### config.mk
export PLATFORM = sky130hd
export DESIGN_NAME = keypad_scan_ctrl
export DESIGN_NICKNAME = d
export VERILOG_FILES = /design/src/rtl/keypad_scan_ctrl_pkg.sv /design/src/rtl/keypad_scan_ctrl_sync.sv /design/src/rtl/keypad_scan_ctrl.sv
export SDC_FILE = /design/constraint.sdc
export NUM_CORES = 1
export LEC_CHECK = 0
export ABC_AREA = 1
export BUFFER_PORTS_ARGS = -buffer_cell sky130_fd_sc_hd__buf_2
export CORE_AREA = 4 4 76 78
export CTS_CLUSTER_DIAMETER = 100
export CTS_CLUSTER_SIZE = 16
export DETAILED_ROUTE_END_ITERATION = 16
export DIE_AREA = 0 0 80 82
export PLACE_DENSITY = 0.72
export SKIP_CTS_REPAIR_TIMING = 1
export SYNTH_ARGS = -nofsm -noshare
export SYNTH_HDL_FRONTEND = slang
export SYNTH_SLANG_ARGS = --single-unit
### constraint.sdc
create_clock -name clk -period 4.3 [get_ports clk]
set_input_delay 0.645 -clock clk [delete_from_list [all_inputs] [get_ports clk]]
set_output_delay 0.645 -clock clk [all_outputs]
set_load 0.02 [all_outputs]
### src/rtl/keypad_scan_ctrl_pkg.sv
// -----------------------------------------------------------------------------
// keypad_scan_ctrl_pkg
//   Shared definitions for the keypad scanner and the display blocks that
//   consume its key codes.
//   - kp_state_t : debounce FSM state encoding
//   - COL_RESET  : column drive value after reset (column 0 driven low)
//   - KEY_SEG    : key code (0-F) to 7-segment pattern, bit order gfedcba,
//                  active-high segments
//   - key_to_seg : lookup helper around KEY_SEG
// -----------------------------------------------------------------------------
package keypad_scan_ctrl_pkg;

    typedef enum logic [1:0] {
        RELEASED    = 2'd0,
        PRESS_CHK   = 2'd1,
        PRESSED     = 2'd2,
        RELEASE_CHK = 2'd3
    } kp_state_t;

    localparam logic [3:0] COL_RESET = 4'b1110;

    localparam logic [6:0] KEY_SEG [16] = '{
        7'h3F, 7'h06, 7'h5B, 7'h4F,   // 0 1 2 3
        7'h66, 7'h6D, 7'h7D, 7'h07,   // 4 5 6 7
        7'h7F, 7'h6F, 7'h77, 7'h7C,   // 8 9 A b
        7'h39, 7'h5E, 7'h79, 7'h71    // C d E F
    };

    function automatic logic [6:0] key_to_seg(input logic [3:0] code);
        return KEY_SEG[code];
    endfunction

endpackage

### src/rtl/keypad_scan_ctrl_sync.sv
// -----------------------------------------------------------------------------
// key_sync2
//   4-bit two-flop synchronizer for the asynchronous keypad row inputs.
//   Resets to all ones (no key pressed) so nothing spurious is seen after
//   reset.
//   clk : system clock
//   rst : synchronous reset, active-low
//   d   : asynchronous row inputs
//   q   : synchronized rows
// -----------------------------------------------------------------------------
module key_sync2 (
    input  logic       clk,
    input  logic       rst,
    input  logic [3:0] d,
    output logic [3:0] q
);

    logic [3:0] meta;

    always_ff @(posedge clk) begin
        if (!rst) begin
            meta <= 4'hF;
            q    <= 4'hF;
        end else begin
            meta <= d;
            q    <= meta;
        end
    end

endmodule

### src/rtl/keypad_scan_ctrl.sv
// -----------------------------------------------------------------------------
// keypad_scan_ctrl
//   Scans a 4x4 matrix keypad by driving one column low per slot and sampling
//   the rows. Each frame is four slots. Presses and releases are debounced over
//   DEBOUNCE_FRAMES identical frames. Each accepted press gives one event.
//   Parameters:
//     SCAN_DIV        : a slot lasts SCAN_DIV+1 clk cycles (>= 3)
//     DEBOUNCE_FRAMES : identical frames needed to accept press/release (>= 1)
//   Ports:
//     clk       : system clock
//     rst       : synchronous reset, active-low
//     row[3:0]  : keypad rows, pulled up, 0 = pressed on driven column (async)
//     col[3:0]  : column drive, exactly one bit low
//     key_code  : code of accepted key, row_idx*4 + col_idx, held
//     key_valid : one-cycle pulse when a press is accepted
//     key_down  : high while the accepted key is held
// -----------------------------------------------------------------------------
module keypad_scan_ctrl
    import keypad_scan_ctrl_pkg::*;
#(
    parameter int SCAN_DIV        = 99999,
    parameter int DEBOUNCE_FRAMES = 5
) (
    input  logic       clk,
    input  logic       rst,
    input  logic [3:0] row,
    output logic [3:0] col,
    output logic [3:0] key_code,
    output logic       key_valid,
    output logic       key_down
);

    localparam int CNT_W  = $clog2(SCAN_DIV + 1);
    localparam int DCNT_W = $clog2(DEBOUNCE_FRAMES + 1);

    localparam logic [CNT_W-1:0]  SLOT_LAST = CNT_W'(SCAN_DIV);
    localparam logic [DCNT_W-1:0] DF_N      = DCNT_W'(DEBOUNCE_FRAMES);
    localparam logic [DCNT_W-1:0] DCNT_ONE  = DCNT_W'(1);

    logic [3:0]        row_s;
    logic [CNT_W-1:0]  slot_cnt;
    logic [1:0]        col_idx;
    logic [1:0]        acc_cnt;     // keys seen so far this frame, saturates at 2
    logic [3:0]        acc_code;    // last key code seen this frame
    kp_state_t         state;
    logic [3:0]        cand;
    logic [DCNT_W-1:0] dcnt;
    logic [DCNT_W-1:0] dcnt_inc;

    logic       slot_tick;
    logic       frame_end;
    logic [1:0] tot_cnt;
    logic [3:0] tot_code;
    logic       frame_none;
    logic       frame_one;

    key_sync2 u_sync (
        .clk (clk),
        .rst (rst),
        .d   (row),
        .q   (row_s)
    );

    assign slot_tick = (slot_cnt == SLOT_LAST);
    assign frame_end = slot_tick && (col_idx == 2'd3);
    assign dcnt_inc  = dcnt + DCNT_ONE;

    // Running frame totals including the slot being sampled now. At frame end
    // these describe the whole frame, so the FSM reads them directly.
    always_comb begin
        tot_cnt  = acc_cnt;
        tot_code = acc_code;
        for (int r = 0; r < 4; r++) begin
            if (!row_s[r]) begin
                tot_code = {2'(r), col_idx};
                if (tot_cnt != 2'd2) begin
                    tot_cnt = tot_cnt + 2'd1;
                end
            end
        end
    end

    assign frame_none = (tot_cnt == 2'd0);
    assign frame_one  = (tot_cnt == 2'd1);

    // Slot timing, column rotation and per-frame accumulation.
    always_ff @(posedge clk) begin
        if (!rst) begin
            slot_cnt <= '0;
            col_idx  <= 2'd0;
            col      <= COL_RESET;
            acc_cnt  <= 2'd0;
            acc_code <= 4'd0;
        end else if (slot_tick) begin
            slot_cnt <= '0;
            col_idx  <= col_idx + 2'd1;
            col      <= {col[2:0], col[3]};
            if (col_idx == 2'd3) begin
                acc_cnt  <= 2'd0;
                acc_code <= 4'd0;
            end else begin
                acc_cnt  <= tot_cnt;
                acc_code <= tot_code;
            end
        end else begin
            slot_cnt <= slot_cnt + 1'b1;
        end
    end

    // Debounce FSM with registered outputs; only advances at frame end.
    always_ff @(posedge clk) begin
        if (!rst) begin
            state     <= RELEASED;
            cand      <= 4'd0;
            dcnt      <= '0;
            key_code  <= 4'd0;
            key_valid <= 1'b0;
            key_down  <= 1'b0;
        end else begin
            key_valid <= 1'b0;
            if (frame_end) begin
                case (state)
                    RELEASED: begin
                        if (frame_one) begin
                            cand <= tot_code;
                            if (DEBOUNCE_FRAMES == 1) begin
                                key_code  <= tot_code;
                                key_valid <= 1'b1;
                                key_down  <= 1'b1;
                                state     <= PRESSED;
                                dcnt      <= '0;
                            end else begin
                                state <= PRESS_CHK;
                                dcnt  <= DCNT_ONE;
                            end
                        end
                    end
                    PRESS_CHK: begin
                        if (frame_one && (tot_code == cand)) begin
                            if (dcnt_inc == DF_N) begin
                                key_code  <= cand;
                                key_valid <= 1'b1;
                                key_down  <= 1'b1;
                                state     <= PRESSED;
                                dcnt      <= '0;
                            end else begin
                                dcnt <= dcnt_inc;
                            end
                        end else if (frame_one) begin
                            // A different single key restarts the count.
                            cand <= tot_code;
                            dcnt <= DCNT_ONE;
                        end else begin
                            state <= RELEASED;
                            dcnt  <= '0;
                        end
                    end
                    PRESSED: begin
                        // Extra or rolled keys are ignored until all keys lift.
                        if (frame_none) begin
                            if (DEBOUNCE_FRAMES == 1) begin
                                state    <= RELEASED;
                                key_down <= 1'b0;
                                dcnt     <= '0;
                            end else begin
                                state <= RELEASE_CHK;
                                dcnt  <= DCNT_ONE;
                            end
                        end
                    end
                    RELEASE_CHK: begin
                        if (frame_none) begin
                            if (dcnt_inc == DF_N) begin
                                state    <= RELEASED;
                                key_down <= 1'b0;
                                dcnt     <= '0;
                            end else begin
                                dcnt <= dcnt_inc;
                            end
                        end else begin
                            state <= PRESSED;
                            dcnt  <= '0;
                        end
                    end
                    default: begin
                        state <= RELEASED;
                        dcnt  <= '0;
                    end
                endcase
            end
        end
    end

endmodule

Yosys cells after proc, flatten, opt, wreduce, memory -nomap -nowiden:

Index checks and enable logic that the tools add are counted.

* bits in registers: 52

* add/sub/neg operators: 7
* equality and inequality tests: 22
* muxes and demuxes: 38
* bitwise gates (word level): 1
* reduce and logical (&&, ||, !) cells: 13

Operator list (number)
* 2-bit two-way mux: 16
* 4-bit two-way mux: 7
* 2-bit != test (second input constant): 11
* 17-bit by 1-bit adder with 17-bit output (second input constant): 1
* 17-bit == test (second input constant): 1
* 3-bit two-way mux: 5
* 3-bit one-hot mux with 4 select lines: 1
* 6-bit AND reduction: 2
* 2-bit by 1-bit adder with 2-bit output (second input constant): 5
* 3-bit != test (second input constant): 3
* 2-bit one-hot mux with 4 select lines: 1
* 4-bit one-hot mux with 2 select lines: 1
* 4-bit AND reduction: 2
* 2-bit == test (second input constant): 3
* 1-bit two-way mux: 6
* 3-bit AND reduction: 2
* 2-bit by 1-bit == test with 1-bit output (second input constant): 2
* 4-bit == test: 1
* 2-bit zero test: 2
* 2-bit nonzero test: 2
* 3-bit by 1-bit adder with 3-bit output (second input constant): 1
* 3-bit == test (second input constant): 1
* 1-bit logical AND: 2
* 1-bit one-hot mux with 2 select lines: 1
* other kinds (2): 2

Longest topological paths before layout:

* depth after elaboration: 16
* gate-level depth with buffers: 21

Cells and area by module:

From an unflattened synthesis, not the netlist that was laid out.

* cells, all modules: 401
* area, all modules: 2773.9 µm²

By module, submodules not included
* keypad_scan_ctrl: times used 1, cells each 376, area an instance 2548.7 µm², sequential area each 880.8 µm²
* key_sync2: times used 1, cells each 25, area an instance 225.2 µm², sequential area each 160.2 µm²

Least setup slack after synthesis:

Ideal clock, no wire load.

* path type: register to register
* from: register acc_cnt[0]
* to: register cand[0]
* setup time: 0.113 ns
* data arrival time: 2.247 ns
* required time: 4.187 ns
* slack: 1.940 ns
* cell stages (with the launch flop): 21
* path buffers: 0
* clock period less this slack: 2.360 ns
* cell sequence: dfxtp_1 inv_1 ha_1 inv_1 nand2_1 nand2_2 nand3_2 nand2_1 nand2_1 nand2_1 nand2_1 ha_1 or2_2 nand2_2 nand3_4 nand2_4 nand2_4 nand2_4 nand2_1 nand2_1 nor2_1

* cells in the longest elaborated chain, start to end: 16
* elaborated cells between the ends (all ways): 23
* those cells by class: add/sub: 4; eq/ne: 6; mux: 11; reduce/logical: 2

Ends and longest elaborated chain
* from (decl): line keypad_scan_ctrl.sv:43 `logic [1:0] acc_cnt;`
* from (signal assigned): line keypad_scan_ctrl.sv:102 `acc_cnt <= tot_cnt;`
* 2-bit by 1-bit adder with 2-bit output / 2-bit != test (equally long branches): line keypad_scan_ctrl.sv:77, keypad_scan_ctrl.sv:76
* 2-bit two-way mux: line keypad_scan_ctrl.sv:76 `if (tot_cnt != 2'd2) begin`
* 2-bit two-way mux (*): line keypad_scan_ctrl.sv:74 `if (!row_s[r]) begin`
* 2-bit by 1-bit adder with 2-bit output / 2-bit != test (equally long branches): line keypad_scan_ctrl.sv:77, keypad_scan_ctrl.sv:76
* 2-bit two-way mux: line keypad_scan_ctrl.sv:76
* 2-bit two-way mux (*): line keypad_scan_ctrl.sv:74
* 2-bit by 1-bit adder with 2-bit output / 2-bit != test (equally long branches): line keypad_scan_ctrl.sv:77, keypad_scan_ctrl.sv:76
* 2-bit two-way mux: line keypad_scan_ctrl.sv:76
* 2-bit two-way mux (*): line keypad_scan_ctrl.sv:74
* 2-bit by 1-bit adder with 2-bit output / 2-bit != test (equally long branches): line keypad_scan_ctrl.sv:77, keypad_scan_ctrl.sv:76
* 2-bit two-way mux: line keypad_scan_ctrl.sv:76
* 2-bit two-way mux (*): line keypad_scan_ctrl.sv:74
* 2-bit by 1-bit == test with 1-bit output (*): line keypad_scan_ctrl.sv:84 `assign frame_one = (tot_cnt == 2'd1);`
* 4-bit two-way mux / 1-bit logical AND (equally long branches)
* 4-bit two-way mux / 2-bit != test (equally long branches)
* 4-bit one-hot mux with 2 select lines / 3-bit AND reduction (equally long branches)
* to (signal assigned): line keypad_scan_ctrl.sv:125 `cand <= tot_code;`
* to (signal assigned): line keypad_scan_ctrl.sv:151 `cand <= tot_code;`
* to (decl): line keypad_scan_ctrl.sv:46 `logic [3:0] cand;`

Mark *: on every way between the ends. The rest lies on a longest branch, timed or not. The select of a mux whose other input is x is not followed.
A chain may end at the register's enable or synchronous reset.

Final worst setup path:

* from: register acc_cnt[0]
* to: register cand[3]

Same word-level chain as after synthesis.

==> results.ini <==
[global_routing]
overflow = 0
grt_max_degree = 23
antenna_found_initial = 0
grt_pass1_wl_mm = 8.921
grtUsageTotal_pct = 16.89
grt_pass1_vias = 2098

[clock_tree]
cts_tree = built
cts_buffers = 5
cts_sinks = 52
path_clk_slew_ns = 0.10
h-tree-depth = 2
clk_latency_ns = 0.31
clock_path_buffers = 2
clock-root-buffer = clkbuf_8

[layout]
multiInputGateArea_um2 = 1386
diodes = 0
design_area_um2 = 2889
fillers = 521
drive_gt1_share_pct = 17.90
syn_to_final_growth_pct = 7.897
nets = 403
utilization_pct = 56.93
register_area_um2 = 1041

[synth]
synth_nets = 388
synth_top_cell_by_area = dfxtp_1
yosysWarningCount = 0
syn-cell-area_um2 = 2678
ys_seq_elements = 52
ys_types = 38
async_reset_ff_share_pct = 0
synth_edf_count = 0
netlist.area_leader.share_pct = 38.88
ys_seq_area_share_pct = 38.88
ys.flop_type = dfxtp_1
syn-instance-count = 375
yosysMostFrequentCell = nand2_1
netlist_top_cells_area = dfxtp_1, nand2_1, inv_1
synth.top_cells.by_count = nand2_1, dfxtp_1, inv_1
synth.avg_cell_area_um2 = 7.140

[power]
seq_power_share_pct = 59.2
power_uw = 831.4
p_int_uw = 622.9
switching_power_uw = 208.5
p_clk_share_pct = 33.8
p_leak_uw = 0.001352
p_per_area_nw_per_um2 = 287.8
ir_worst_vdd_mv = 0.1928
switching_share_pct = 25.08
power_frac_comb_pct = 7.0

[critical_path]
critPathKind = flip-flop to flip-flop
r2r-start = acc_cnt[0]
critPathRequiredTime_ns = 4.52
worst_setup_path_end_kind = flip-flop
reg2reg_to = cand[3]
r2r_slack_ns = 1.75
r2r_cells = 20
crit_path_max_fanout = 8
worstPathArrival_ns = 2.76
critPathLaunchType = flip-flop

[route]
viasPerCell = 4.907
ant_nets = 0
drc = 0
dr_total_vias = 2262
routedWlPerCell_um = 10.89
wirelength_mm = 5.021
first_pass_iters = 4
drtIter0Drc = 115

[die]
placementRows = 26
io_pins = 16
die_area_um2 = 6560
core_area_um2 = 5075
start_util_pct = 52.76
die_w_um = 80
die-height_um = 82

[placed_design]
dp_hpwl_mm = 3.798
postPlaceCellArea_um2 = 2803
port_buffers = 15
gp_congestion = 0.9033

[sta]
rsz0062_at_grt = no
tns_ns = 0
skew_ns = 0.01606
final_hold_viol_count = 0
maxSlewViolCount = 0
fin_crit_ns = 2.545
max_freq_mhz = 392.9
fin_crit_sh_pct = 59.19
max_slew.worst_pin.slew_ns = 0.7318
setup_viol = 0
slew_headroom_pct = 51.10

[worst_hold_path]
hp-start = u_sync.meta[3]
whs_endpoint = u_sync.q[3]
hold_depth = 1
hp-class = flip-flop to flip-flop

[run_status]
outcome = finished, final reports clean

[run]
maxCapViolations = 0

[placed cells by master, fill, tap and decap left out, drive strengths merged]
| cell type | n |
|---|---|
| nor3 | 9 |
| o211ai | 1 |
| o21ai | 16 |
| nand4 | 5 |
| ha | 7 |
| inv | 57 |
| and3 | 1 |
| nor2 | 48 |
| or2 | 10 |
| nand2 | 97 |
| nand3b | 1 |
| buf | 15 |
| nand3 | 29 |
| clkinv | 1 |
| nor4 | 2 |
| o21a | 1 |
| a211oi | 3 |
| a21oi | 16 |
| xnor2 | 1 |
| o22ai | 4 |
| xor2 | 1 |
| o21bai | 1 |
| nor3b | 6 |
| dfxtp | 52 |
| clkbuf | 6 |
| nor4b | 1 |
[critical path, stage by stage, from the launching register on]
cell	delay [ns]
dfxtp_1	0.33
inv_1	0.08
ha_1	0.31
inv_1	0.05
nand2_1	0.05
nand2_2	0.08
nand3_2	0.07
nand2_1	0.09
nand2_1	0.05
nand2_1	0.07
nand2_1	0.07
ha_1	0.29
or2_2	0.29
nand2_2	0.14
nand3_4	0.11
nand2_4	0.09
nand2_4	0.05
nand2_4	0.09
nand2_1	0.05
nand2_1	0.05
nor2_1	0.04
[per-stage QoR]
step                      hold slack (ns)  setup WS, ns  instances
after global routing               0.4301         1.474        461
after CTS                          0.4187         1.750        461
final                              0.4154         1.755        461
after floorplan                    0.3925         1.940        375
after global placement             0.3949         1.849        453
after detailed placement           0.3982         1.756        453
[logic make-up after synthesis]
kind of cell    count (synthesis)  share of synthesized area, %
xor+xnor                        2                        0.6543
buf+inv                        63                         9.346
simple gates                  209                         38.97
compound gates                 42                         8.878
flops                          52                         38.88
fa+ha+maj                       7                         3.271
[power groups by stage]
| stage | combinational, uW | clock [uW] | sequential [uW] |
|---|---|---|---|
| after detailed placement | 58.4 | 0 | 503 |
| after CTS | 58.6 | 288 | 492 |
| after global routing | 66.8 | 305 | 493 |
| after global placement | 56.8 | 0 | 503 |
| after floorplan | 48.6 | 0 | 501 |
| final | 58.6 | 281 | 492 |
[sequential cells by signal, summed over array words and instances (netlist names)]
| register | count |
|---|---|
| acc_cnt | 2 |
| acc_code | 4 |
| cand | 4 |
| col | 4 |
| col_idx | 2 |
| dcnt | 3 |
| key_code | 4 |
| key_down | 1 |
| key_valid | 1 |
| slot_cnt | 17 |
| state | 2 |
| u_sync.meta | 4 |
| u_sync.q | 4 |
[worst max path at each step]
stage | from | cells past startpoint | slack [ns] | to
after floorplan | acc_cnt[0] | 20 | 1.94 | cand[0]
after global placement | acc_cnt[0] | 20 | 1.85 | cand[0]
after detailed placement | acc_cnt[0] | 20 | 1.76 | cand[3]
after CTS | acc_cnt[0] | 17 | 1.75 | key_code[2]
after global routing | acc_cnt[0] | 19 | 1.47 | state[1]
final | acc_cnt[0] | 20 | 1.75 | cand[3]
[metal layers]
metal	track usage, %	part of all wire (%)	vias to the layer above	routed length (um)
li1	-	-	1217	-
met1	22.87	53	999	2641
met2	26.74	43	38	2147
met3	3.728	3.2	8	161
met4	5.405	1.4	0	70
met5	0	0	-	0
[cell type report]
cell class | count | share of cell area [%]
Sequential cell | 52 | 36.03
Clock buffer | 6 | 2.512
Inverter | 56 | 7.362
Clock inverter | 2 | 0.4764
Timing Repair Buffer | 15 | 2.599
Tap cell | 70 | 3.032
Multi-Input combinational cell | 260 | 47.99
Note: power is estimated with default switching activity, not from simulation.
